$ cat config.mk
export PLATFORM = sky130hd
export DESIGN_NAME = hp35_key_scanner
export DESIGN_NICKNAME = d
export VERILOG_FILES = /design/src/rtl/hp35_key_scanner.sv
export SDC_FILE = /design/constraint.sdc
export NUM_CORES = 1
export LEC_CHECK = 0
export ABC_AREA = 1
export CORE_MARGIN = 5
export CORE_UTILIZATION = 25
export CTS_CLUSTER_SIZE = 28
export DETAILED_ROUTE_END_ITERATION = 10
export PLACE_DENSITY = 0.47
export SETUP_SLACK_MARGIN = 0.3
export SLEW_MARGIN = 20
export SYNTH_ARGS = -nofsm -noshare
export SYNTH_HDL_FRONTEND = slang
export SYNTH_SLANG_ARGS = --single-unit
$ cat constraint.sdc
create_clock -name osc_in -period 6.6 [get_ports osc_in]
set_input_delay 1.32 -clock osc_in [delete_from_list [all_inputs] [get_ports osc_in]]
set_output_delay 1.32 -clock osc_in [all_outputs]
set_load 0.02 [all_outputs]
$ cat src/rtl/hp35_key_scanner.sv
// rtl/hp35_key_scanner.sv - HP-35 keyboard matrix scanner with whole-frame debounce and single-key lockout
module hp35_key_scanner #(
    parameter int ROWS      = 8,
    parameter int COLS      = 5,
    parameter int SCAN_DIV  = 256,
    parameter int DEB_SCANS = 4
) (
    input  logic            osc_in,
    input  logic            rst_n,
    input  logic            scan_en,
    input  logic [COLS-1:0] col_i,
    output logic [ROWS-1:0] row_o,
    output logic [4:0]      col_o,
    output logic [5:0]      key_code,
    output logic            key_dn,
    output logic            key_evt,
    output logic            multi
);

    localparam int DW = (SCAN_DIV > 1) ? $clog2(SCAN_DIV) : 1;
    localparam logic [DW-1:0] DIV_LAST = DW'(SCAN_DIV - 1);
    localparam logic [2:0]    ROW_LAST = 3'(ROWS - 1);
    localparam logic [3:0]    DEB_N    = 4'(DEB_SCANS);

    typedef enum logic [1:0] {
        S_IDLE,
        S_PRESS_CHK,
        S_DOWN,
        S_RELEASE_CHK
    } state_t;

    logic [COLS-1:0] col_meta_q, col_meta_d;
    logic [COLS-1:0] col_s_q, col_s_d;
    logic [DW-1:0]   div_q, div_d;
    logic [2:0]      row_q, row_d;
    logic [1:0]      fcnt_q, fcnt_d;
    logic            fvalid_q, fvalid_d;
    logic [5:0]      fkey_q, fkey_d;
    logic            fheld_q, fheld_d;
    state_t          state_q, state_d;
    logic [3:0]      cnt_q, cnt_d;
    logic [5:0]      cand_q, cand_d;
    logic [ROWS-1:0] row_o_q, row_o_d;
    logic [4:0]      col_o_q, col_o_d;
    logic [5:0]      key_code_q, key_code_d;
    logic            key_dn_q, key_dn_d;
    logic            key_evt_q, key_evt_d;
    logic            multi_q, multi_d;

    logic [7:0] col_ext;
    logic [2:0] row_first;
    logic [1:0] row_cnt;
    logic       row_hit;
    logic       row_held;
    logic [2:0] cnt_sum;
    logic [1:0] tot_cnt;
    logic [5:0] tot_key;
    logic       tot_held;
    logic       sample;
    logic       frame_end;
    logic       one_key;

    // Per-row view of the synchronised columns, merged with the frame so far
    always_comb begin
        col_ext = '0;
        col_ext[COLS-1:0] = col_s_q;
        row_first = '0;
        row_cnt = '0;
        for (int i = COLS - 1; i >= 0; i--) begin
            if (col_ext[i]) row_first = 3'(i);
        end
        for (int i = 0; i < COLS; i++) begin
            if (col_ext[i] && row_cnt != 2'd2) row_cnt = row_cnt + 2'd1;
        end
        row_hit  = |col_ext;
        row_held = (row_q == key_code_q[5:3]) && col_ext[key_code_q[2:0]];
        cnt_sum  = {1'b0, fcnt_q} + {1'b0, row_cnt};
        tot_cnt  = (cnt_sum >= 3'd2) ? 2'd2 : cnt_sum[1:0];
        tot_key  = fvalid_q ? fkey_q : (row_hit ? {row_q, row_first} : 6'd0);
        tot_held = fheld_q | row_held;
        sample    = scan_en && (div_q == DIV_LAST);
        frame_end = sample && (row_q == ROW_LAST);
        one_key   = (tot_cnt == 2'd1);
    end

    always_comb begin
        col_meta_d = col_i;
        col_s_d    = col_meta_q;
        div_d      = div_q + DW'(1);
        row_d      = row_q;
        fcnt_d     = fcnt_q;
        fvalid_d   = fvalid_q;
        fkey_d     = fkey_q;
        fheld_d    = fheld_q;
        state_d    = state_q;
        cnt_d      = cnt_q;
        cand_d     = cand_q;
        key_code_d = key_code_q;
        key_evt_d  = 1'b0;
        multi_d    = multi_q;

        if (div_q == DIV_LAST) begin
            div_d = '0;
            row_d = (row_q == ROW_LAST) ? 3'd0 : row_q + 3'd1;
        end

        if (sample) begin
            fcnt_d   = tot_cnt;
            fvalid_d = fvalid_q | row_hit;
            fkey_d   = tot_key;
            fheld_d  = tot_held;
        end

        if (frame_end) begin
            fcnt_d   = '0;
            fvalid_d = 1'b0;
            fkey_d   = '0;
            fheld_d  = 1'b0;
            multi_d  = (tot_cnt == 2'd2);
            unique case (state_q)
                S_IDLE: begin
                    if (one_key) begin
                        cand_d = tot_key;
                        cnt_d  = 4'd1;
                        if (DEB_N == 4'd1) begin
                            state_d    = S_DOWN;
                            key_evt_d  = 1'b1;
                            key_code_d = tot_key;
                        end else begin
                            state_d = S_PRESS_CHK;
                        end
                    end
                end
                S_PRESS_CHK: begin
                    if (one_key && tot_key == cand_q) begin
                        cnt_d = cnt_q + 4'd1;
                        if (cnt_q + 4'd1 >= DEB_N) begin
                            state_d    = S_DOWN;
                            key_evt_d  = 1'b1;
                            key_code_d = cand_q;
                        end
                    end else if (one_key) begin
                        cand_d = tot_key;
                        cnt_d  = 4'd1;
                    end else begin
                        state_d = S_IDLE;
                    end
                end
                S_DOWN: begin
                    if (!tot_held) begin
                        cnt_d   = 4'd1;
                        state_d = (DEB_N == 4'd1) ? S_IDLE : S_RELEASE_CHK;
                    end
                end
                S_RELEASE_CHK: begin
                    if (tot_held) begin
                        state_d = S_DOWN;
                    end else begin
                        cnt_d = cnt_q + 4'd1;
                        if (cnt_q + 4'd1 >= DEB_N) state_d = S_IDLE;
                    end
                end
                default: state_d = S_IDLE;
            endcase
        end

        // Disabling scanning parks everything at the start of a fresh frame
        if (!scan_en) begin
            div_d     = '0;
            row_d     = '0;
            fcnt_d    = '0;
            fvalid_d  = 1'b0;
            fkey_d    = '0;
            fheld_d   = 1'b0;
            state_d   = S_IDLE;
            cnt_d     = '0;
            key_evt_d = 1'b0;
            multi_d   = 1'b0;
        end

        key_dn_d = (state_d == S_DOWN) || (state_d == S_RELEASE_CHK);
        col_o_d  = key_dn_d ? (5'b00001 << key_code_d[2:0]) : 5'b00000;
        row_o_d  = scan_en ? ~(ROWS'(1) << row_d) : '1;
    end

    always_ff @(posedge osc_in or negedge rst_n) begin
        if (!rst_n) begin
            col_meta_q <= '0;
            col_s_q    <= '0;
            div_q      <= '0;
            row_q      <= '0;
            fcnt_q     <= '0;
            fvalid_q   <= 1'b0;
            fkey_q     <= '0;
            fheld_q    <= 1'b0;
            state_q    <= S_IDLE;
            cnt_q      <= '0;
            cand_q     <= '0;
            row_o_q    <= '1;
            col_o_q    <= '0;
            key_code_q <= '0;
            key_dn_q   <= 1'b0;
            key_evt_q  <= 1'b0;
            multi_q    <= 1'b0;
        end else begin
            col_meta_q <= col_meta_d;
            col_s_q    <= col_s_d;
            div_q      <= div_d;
            row_q      <= row_d;
            fcnt_q     <= fcnt_d;
            fvalid_q   <= fvalid_d;
            fkey_q     <= fkey_d;
            fheld_q    <= fheld_d;
            state_q    <= state_d;
            cnt_q      <= cnt_d;
            cand_q     <= cand_d;
            row_o_q    <= row_o_d;
            col_o_q    <= col_o_d;
            key_code_q <= key_code_d;
            key_dn_q   <= key_dn_d;
            key_evt_q  <= key_evt_d;
            multi_q    <= multi_d;
        end
    end

    assign row_o    = row_o_q;
    assign col_o    = col_o_q;
    assign key_code = key_code_q;
    assign key_dn   = key_dn_q;
    assign key_evt  = key_evt_q;
    assign multi    = multi_q;

endmodule

==> reports/metrics.cfg, run 1 <==
[clock_tree]
postCtsSetupRepairBufs = 0
cts_buffer_depth = 2
clock_latency_ns = 0.33
clock-sinks = 65
path_clk_slew_ns = 0.05
cts_buffers = 9
hold_buffers = 0
ctsRootBufferMaster = clkbuf_16
cts_tree = yes
htreeDepth = 3
cts_resized = 0

[place]
place_congestion = 0.833
port_buffers = 29
placed_cell_area_um2 = 3850
hpwl_mm = 5.54

[drt]
wl_mm = 7.50
ant_nets = 0
first_iter_violations = 104
num_vias = 2607
dr.pass1.iters = 4
wl_per_cell_um = 12.1
drc = 0
vias_per_cell = 4.20

[timing]
fin_crit_ns = 4.13
drv_slew = 0
setup-violations-final = 0
fmax_mhz = 242
hold-worst-slack_ns = 0.344
tns_ns = 0
final_hold_viol_count = 0
period_share = 0.626
worst_slew_pin_slew_ns = 0.890
slew_headroom = 0.405
rsz0062_at_grt = false
final.setup_skew_ns = 0.00293

[setup_path]
cp_cell_sequence = ha_1 > or2_2 > xnor2_1 > nand2_1 > xnor2_1 > ha_1 > nor2_1 > xnor2_1 > ha_1 > inv_1 > fa_1 > nand2_1 > inv_1 > nand2_1 > inv_1 > nand2_1 > nor2_4 > nand4_2 > o21ai_2 > nand2_2 > nor2_1
slowest_delay_ns = 0.47
cpMostUsedCell = nand2_1
reg2reg_slack_ns = 2.47
critPathLaunchType = register
crit_fanout = 9
endpoint_kind = register
crit_type = register to register
timing.rr.start = col_s_q[0]$_DFF_PN0_
r2r-end = col_o[2]$_DFF_PN0_
critPathArrivalTime_ns = 4.39
cp_slowest_cell = fa_1
reg2reg_depth = 21
cp_data_required_time_ns = 6.86

[min_path]
hold_depth = 0
min_from = col_meta_q[3]$_DFF_PN0_
hold_end = col_s_q[3]$_DFF_PN0_
hp-class = register to register

[synth]
syn_inst = 404
async_reset_ff_frac = 1.00
syn_nets = 423
synth_area_leaders = dfrtp_1 42%, nand2_1 11%, dfstp_2 6.2%, inv_1 5.4%, nand3_1 4.0%
synth_top_area_cell = dfrtp_1
synth_top_area_frac = 0.422
syn_avg_cell_area_um2 = 8.36
ys_warn_count = 0
syn_area_um2 = 3380
ys_ff_latch = 65
seq_area_frac_synth = 0.484
synth_edf_count = 0
ys.flop_type = dfrtp_1
synth_cell_types = 35

[global_route]
track_usage = 0.100
gr-total-overflow = 0
antenna_found_initial = 0
grt_max_degree = 66
grt_pass1_wl_mm = 12.8
grt_pass1_vias = 2613

[finish]
area_growth_pct = 23.2
diodes = 0
fin_nets = 459
layout_common_cells = 103 x nand2_1, 57 x dfrtp_1, 49 x inv_1, 35 x nor2_1, 28 x clkdlybuf4s50_1
fillers = 1414
layout-drive-gt1-share = 0.157
final_area_um2 = 4160
final_core_util = 0.314
mostFrequentLayoutCell = nand2_1

[die]
rows = 42
die_x_um = 126
die_y_um = 126
die-area_um2 = 15900
boundaryPins = 30
start_util = 0.255
design.core.area_um2 = 13200

[power_and_ir_drop]
total_power_uw = 971
power_leakage_nw = 1.95
ir_drop_mv = 0.101
power.density_nw_per_um2 = 233

[run_status]
outcome = completed

[job]
maxCapViolCount = 0

layout make-up:
cell class,instances,area [um^2],share of cell area
sequential,65,1640,0.393
multi-input combinational,278,1490,0.359
timing repair buffer,30,293,0.0703
clock buffer,14,274,0.0658
tap,176,220,0.0529
inverter,56,210,0.0505
clock inverter,2,35.0,0.00842
critical path, delay by kind of cell (launching register included):
kind,cells,cell delay [ns]
compound gates,1,0.26
simple gates,10,1.53
xor+xnor,3,0.49
buf+inv,3,0.29
flops,1,0.46
fa+ha+maj,4,1.05
cells in the mapped netlist, drive strengths merged (2+ instances only):
| master | count |
|---|---|
| xnor2 | 8 |
| buf | 3 |
| nor3 | 2 |
| clkbuf | 2 |
| nand2 | 117 |
| nand3 | 35 |
| ha | 10 |
| o21ai | 34 |
| dfrtp | 57 |
| dfstp | 8 |
| a21oi | 11 |
| nand4 | 4 |
| nor2 | 48 |
| inv | 56 |
how the worst max path moves through the flow:
| stage | from | to | slack (ns) | cells after the start |
|---|---|---|---|---|
| 2_1_floorplan | col_s_q[0]$_DFF_PN0_ | col_o[1]$_DFF_PN0_ | 2.92 | 21 |
| 3_3_place_gp | col_s_q[0]$_DFF_PN0_ | col_o[1]$_DFF_PN0_ | 2.50 | 21 |
| 3_5_place_dp | col_s_q[0]$_DFF_PN0_ | col_o[2]$_DFF_PN0_ | 2.44 | 21 |
| 4_1_cts | col_s_q[0]$_DFF_PN0_ | col_o[2]$_DFF_PN0_ | 2.42 | 21 |
| 5_1_grt | col_s_q[0]$_DFF_PN0_ | col_o[1]$_DFF_PN0_ | 2.18 | 21 |
| 6_report | col_s_q[0]$_DFF_PN0_ | col_o[2]$_DFF_PN0_ | 2.47 | 21 |
routing by layer:
layer | up-vias | part of all wire | GRT usage | wire length [um]
met2 | 20 | 0.49 | 0.164 | 3680
met1 | 1224 | 0.47 | 0.127 | 3520
met3 | 11 | 0.021 | 0.0224 | 157
li1 | 1352 | - | - | -
met5 | - | 0 | 0 | 0
met4 | 0 | 0.019 | 0.0435 | 145
per-stage QoR:
step | setup WS [ns] | cells
floorplan | 2.92 | 404
global placement | 2.50 | 605
detailed placement | 2.44 | 605
CTS | 2.42 | 621
global route | 2.18 | 621
finish | 2.47 | 621
logic make-up after synthesis:
group | Yosys count | share of synthesized area
XOR/XNOR | 8 | 0.0230
buffers and inverters | 61 | 0.0733
adder cells (fa/ha/maj) | 11 | 0.0430
AND/OR/NAND/NOR | 209 | 0.298
flip-flops | 65 | 0.484
AO/OA/AOI/OAI | 50 | 0.0785
registers in the layout (all words and copies together) (netlist names), 2 cells and up:
name        flops
row_o           8
state_q         2
fkey_q          6
cnt_q           4
col_o           5
cand_q          6
div_q           8
row_q           3
key_code        6
fcnt_q          2
col_s_q         5
col_meta_q      5
where the power goes:
group / switching [mW] / internal, mW / leakage [nW]
Clock: 0.168 / 0.323 / 0.153
Sequential: 0.00588 / 0.405 / 0.838
Combinational: 0.0472 / 0.0225 / 0.961
No activity file was read; power rests on OpenSTA's default activity.
==> run 2, diff against run 1 <==
--- a/config.mk
+++ b/config.mk
@@ -10,7 +10,7 @@
 export CORE_UTILIZATION = 25
 export CTS_CLUSTER_SIZE = 28
 export DETAILED_ROUTE_END_ITERATION = 10
-export PLACE_DENSITY = 0.47
+export PLACE_DENSITY = 0.48
 export SETUP_SLACK_MARGIN = 0.3
 export SLEW_MARGIN = 20
 export SYNTH_ARGS = -nofsm -noshare
==> constraint.sdc (replaced) <==
create_clock -name osc_in -period 3.7 [get_ports osc_in]
set_input_delay 0.74 -clock osc_in [delete_from_list [all_inputs] [get_ports osc_in]]
set_output_delay 0.74 -clock osc_in [all_outputs]
set_load 0.02 [all_outputs]
==> run 2 against run 1 <==
Power up 85%. Critical path type unchanged. Sequential share of layout area down 3.4 points. Global-route usage up 0.50 points. Sequential power up 79%. Wire length up 7.3%. Die area unchanged. Utilization up 3.0 points. Count of clock-buffer cells in the layout down 3. Via count up 4.3%. Critical endpoint is now cand_q[2]$_DFFE_PN0P_. Fmax up 18%. Critical path depth unchanged.
==> reports/metrics.cfg, run 2 (synthesis results as in run 1) <==
[min_path]
hold_depth = 0  ; unchanged
min_from = col_meta_q[1]$_DFF_PN0_
hp-class = register to register
hold_end = col_s_q[1]$_DFF_PN0_

[clock_tree]
ctsRootBufferMaster = clkbuf_16
clock_latency_ns = 0.33  ; about the same
htreeDepth = 3  ; unchanged
cts_tree = yes
path_clk_slew_ns = 0.05  ; about the same
cts_buffers = 9  ; unchanged
clock-sinks = 65  ; unchanged
cts_buffer_depth = 2  ; unchanged
hold_buffers = 0  ; unchanged

[setup_path]
crit_type = register to register
cp_data_required_time_ns = 3.96  ; -2.90 ns
crit_fanout = 6  ; -3
r2r-end = cand_q[2]$_DFFE_PN0P_
timing.rr.start = col_s_q[1]$_DFF_PN0_
critPathLaunchType = register
reg2reg_slack_ns = 0.21  ; -2.26 ns
critPathArrivalTime_ns = 3.75  ; -0.64 ns
reg2reg_depth = 21  ; unchanged
endpoint_kind = register

[power_and_ir_drop]
seq_power_share = 0.409  ; -0.014
power.density_nw_per_um2 = 393  ; +68%
power_leakage_nw = 2.10  ; +7.5%
p_clk_frac = 0.442  ; -0.064
ir_drop_mv = 0.195  ; +94%
swShare = 0.254  ; +0.0265
p_int_mw = 1.34  ; +78%
combPwrFrac = 0.150  ; +0.078
switching_power_uw = 456  ; +110%

[finish]
diodes = 0  ; unchanged
layout-drive-gt1-share = 0.264  ; +0.107
area_growth_pct = 35.1
layout_common_cells = 95 x nand2_1, 55 x dfrtp_1, 45 x inv_1, 32 x nor2_1, 28 x clkdlybuf4s50_1
fillers = 1359  ; -3.9%
final_core_util = 0.345  ; +0.0302
fin_nets = 480  ; +4.6%
multi_input_area_um2 = 1730  ; +16%
register_area_um2 = 1640  ; +0.15%
mostFrequentLayoutCell = nand2_1

[drt]
drc = 0  ; unchanged
ant_nets = 0  ; unchanged
wl_per_cell_um = 12.5  ; +3.8%
num_vias = 2718  ; +4.3%
first_iter_violations = 187  ; +80%
dr.pass1.iters = 4  ; unchanged
wl_mm = 8.05  ; +7.3%
vias_per_cell = 4.23  ; +0.85%

[die]
die_y_um = 126  ; unchanged
die_x_um = 126  ; unchanged
design.core.area_um2 = 13200  ; unchanged
rows = 42  ; unchanged
start_util = 0.255  ; unchanged
boundaryPins = 30  ; unchanged
die-area_um2 = 15900  ; unchanged

[job]
maxCapViolCount = 0  ; unchanged

[timing]
rsz0062_at_grt = true
period_share = 0.943  ; +0.317
slew_headroom = 0.468  ; +0.0633
fin_crit_ns = 3.49  ; -0.641 ns
drv_slew = 0  ; unchanged
fmax_mhz = 286  ; +18%
worst_slew_pin_slew_ns = 0.798  ; -0.0916 ns
setup-violations-final = 0  ; unchanged
hold-worst-slack_ns = 0.345  ; +0.000508 ns
final_hold_viol_count = 0  ; unchanged
final.setup_skew_ns = 0.00434  ; +0.00141 ns

[global_route]
track_usage = 0.105  ; +0.00501
gr-total-overflow = 0  ; unchanged
grt_max_degree = 34  ; -48%
grt_pass1_wl_mm = 13.3  ; +4.0%
antenna_found_initial = 0  ; unchanged
grt_pass1_vias = 2745  ; +5.1%

[place]
hpwl_mm = 5.62  ; +1.5%
port_buffers = 29  ; unchanged
place_congestion = 0.828  ; -0.58%

[run_status]
outcome = completed

## run 2: final cells by class
class,count,area share
Clock buffer,11,0.0554
Clock inverter,5,0.00658
Inverter,56,0.0472
Multi-Input combinational cell,279,0.379
Sequential cell,65,0.359
Tap cell,176,0.0483
Timing Repair Buffer,50,0.104
## run 2: worst max-delay path by stage
stage	from	to	slack, ns	depth (start not counted)
finish	col_s_q[1]$_DFF_PN0_	cand_q[2]$_DFFE_PN0P_	0.21	21
global route	col_s_q[1]$_DFF_PN0_	col_o[3]$_DFF_PN0_	-0.01	21
CTS	col_s_q[1]$_DFF_PN0_	col_o[2]$_DFF_PN0_	0.20	22
detailed placement	col_s_q[0]$_DFF_PN0_	col_o[2]$_DFF_PN0_	0.04	21
global placement	col_s_q[0]$_DFF_PN0_	col_o[1]$_DFF_PN0_	0.17	21
floorplan	col_s_q[0]$_DFF_PN0_	col_o[1]$_DFF_PN0_	0.33	21
## run 2: power groups by stage
| stage | Combinational, mW | Sequential (mW) | Clock (mW) |
|---|---|---|---|
| 6_report | 0.268 | 0.733 | 0.792 |
| 5_1_grt | 0.292 | 0.734 | 0.854 |
| 4_1_cts | 0.185 | 0.732 | 0.820 |
| 3_5_place_dp | 0.140 | 0.745 | 0 |
| 3_3_place_gp | 0.137 | 0.744 | 0 |
| 2_1_floorplan | 0.0963 | 0.740 | 0 |
## run 2: metal layers
metal	share of wire	vias up	global-route usage
li1	-	1392	-
met3	0.038	13	0.0296
met5	0	-	0
met4	0.023	0	0.0473
met1	0.44	1271	0.125
met2	0.50	42	0.176
## run 2: stage by stage
stage	std cells	instance area [um^2]	TNS, ns	total power, mW	worst slack, ns
after floorplan	404	3420	0	0.837	0.330
after global placement	607	3920	0	0.881	0.170
after detailed placement	607	3920	0	0.885	0.0407
after CTS	630	4300	0	1.74	0.196
after global routing	642	4560	-0.0129	1.88	-0.0129
final	642	4560	0	1.79	0.209
## run 2: critical path: stages, from the launching register on
cell and delay (ns):
dfrtp_2 0.46, ha_4 0.17, or2_4 0.28, xnor2_4 0.17, nand2_4 0.10, xnor2_4 0.16, ha_4 0.18, nor2_4 0.11
xnor2_2 0.12, ha_2 0.19, inv_2 0.03, fa_1 0.46, nand2_1 0.06, inv_2 0.08, nand2_4 0.08, buf_4 0.15
buf_12 0.12, nor2_4 0.13, nand2_4 0.10, nand3_4 0.13, nand2_1 0.06, o21ai_1 0.08
## run 2: what timing repair did
| item | 4_1_cts | 5_1_grt |
|---|---|---|
| gates cloned | 0 | 1 |
| endpoints found under the setup margin | 17 | 25 |
| pin swaps | 14 | 19 |
| buffers inserted | 7 | 11 |
| resized for setup | 13 | 39 |
==> edit (settings of run 2) <==
`COLS`: 5 -> 4.
--- a/src/rtl/hp35_key_scanner.sv
+++ b/src/rtl/hp35_key_scanner.sv
@@ -1,7 +1,7 @@
 // rtl/hp35_key_scanner.sv - HP-35 keyboard matrix scanner with whole-frame debounce and single-key lockout
 module hp35_key_scanner #(
     parameter int ROWS      = 8,
-    parameter int COLS      = 5,
+    parameter int COLS      = 4,
     parameter int SCAN_DIV  = 256,
     parameter int DEB_SCANS = 4
 ) (
Interface: changed (resized col_i); port bits go from 30 to 29. The function was not compared with the original's and may differ.
==> edit against run 2 <==
Synthesized area shrank 6.3%; die area decreased by 5.8%; worst setup slack got worse by 18 ps; fmax down 0.52%; routed wire length is 3.5% lower; sequential cell count is 2 lower; clock power is 8.8% higher; final area fell by 5.8%; via count down 4.6%; synthesized cell count fell by 4.2%; power is 3.3% lower; critical endpoint is now cand_q[0].
==> edit: results (changes against run 2) <==
Register area -> 0.00159 sq mm (was 0.00164 sq mm)
CP delay by family, top -> adder cells (was simple AND/OR/NAND/NOR gates)
Slew HR -> 62.8% (was 46.8%)
Status -> complete, no violations (unchanged)
Non-clock buffers -> 48 (was 50)
Max incr delay on CP -> 490 ps (was 460 ps)
Combinational Power -> 166 uW (was 268 uW)
Netlist cell types -> 36 (was 35)
Slowest CP cell -> fa_1 (was dfrtp_2)
Syn Area/Cell -> 8.18 sq um (was 8.36 sq um)
Buffering overhead -> 11.2% (was 10.4%)
Top cells by count, synth -> 104 x nand2_1, 55 x dfrtp_1, 55 x inv_1 (was 103 x nand2_1, 57 x dfrtp_1, 49 x inv_1)
Placed insts -> 588 (was 607)
Routed WL -> 7.77 mm (was 8.05 mm)
FF-to-FF path depth -> 19 (was 21)
First-pass GRT wire length -> 13.0 mm (was 13.3 mm)
Clk_skew -> 6.08 ps (was 4.34 ps)
Vias in the first global route -> 2,614 (was 2,745)
GRT met2 Usage -> 17.1% (was 17.6%)
Dpl hpwl -> 5.57 mm (was 5.62 mm)
Sequential cell area share -> 36.9% (was 35.9%)
Worst r2r src -> col_s_q[0] (was col_s_q[1])
Compound-cell area share of the yosys netlist -> 9.57% (was 7.85%)
Multi-In Gates -> 261 (was 279)
DR WL met2 -> 3.61 mm (was 4.00 mm)
Post-synthesis xor/xnor area fraction -> 1.66% (was 2.30%)
I/O Buffers -> 28 (was 29)
edit: through the flow:
step / total power (uW) / setup slack [ps] / hold slack, ps / TNS (ps)
6_report: 1730 / 191 / 348 / 0
5_1_grt: 1810 / -100 / 366 / -610
4_1_cts: 1750 / 193 / 350 / 0
3_5_place_dp: 845 / 38.1 / 336 / 0
3_3_place_gp: 843 / 147 / 332 / 0
2_1_floorplan: 798 / 330 / 331 / 0
edit: worst max-delay path by stage:
stage                from         to  slack [ps]  cells after the start
2_1_floorplan  col_s_q[0]   col_o[4]         330                     24
3_3_place_gp   col_s_q[0]   col_o[0]         150                     23
3_5_place_dp   col_s_q[0]   col_o[2]          40                     23
4_1_cts        col_s_q[0]   col_o[2]         190                     23
5_1_grt        col_s_q[0]   col_o[4]        -100                     22
6_report       col_s_q[0]  cand_q[0]         190                     19
edit: what timing repair did:
action | in CTS | in global routing
buffers inserted | 12 | 1
hold buffers | 0 | 0
pin swaps | 18 | 11
resized for setup | 26 | 21
gates cloned | 1 | 0
setup endpoints to repair | 23 | 23
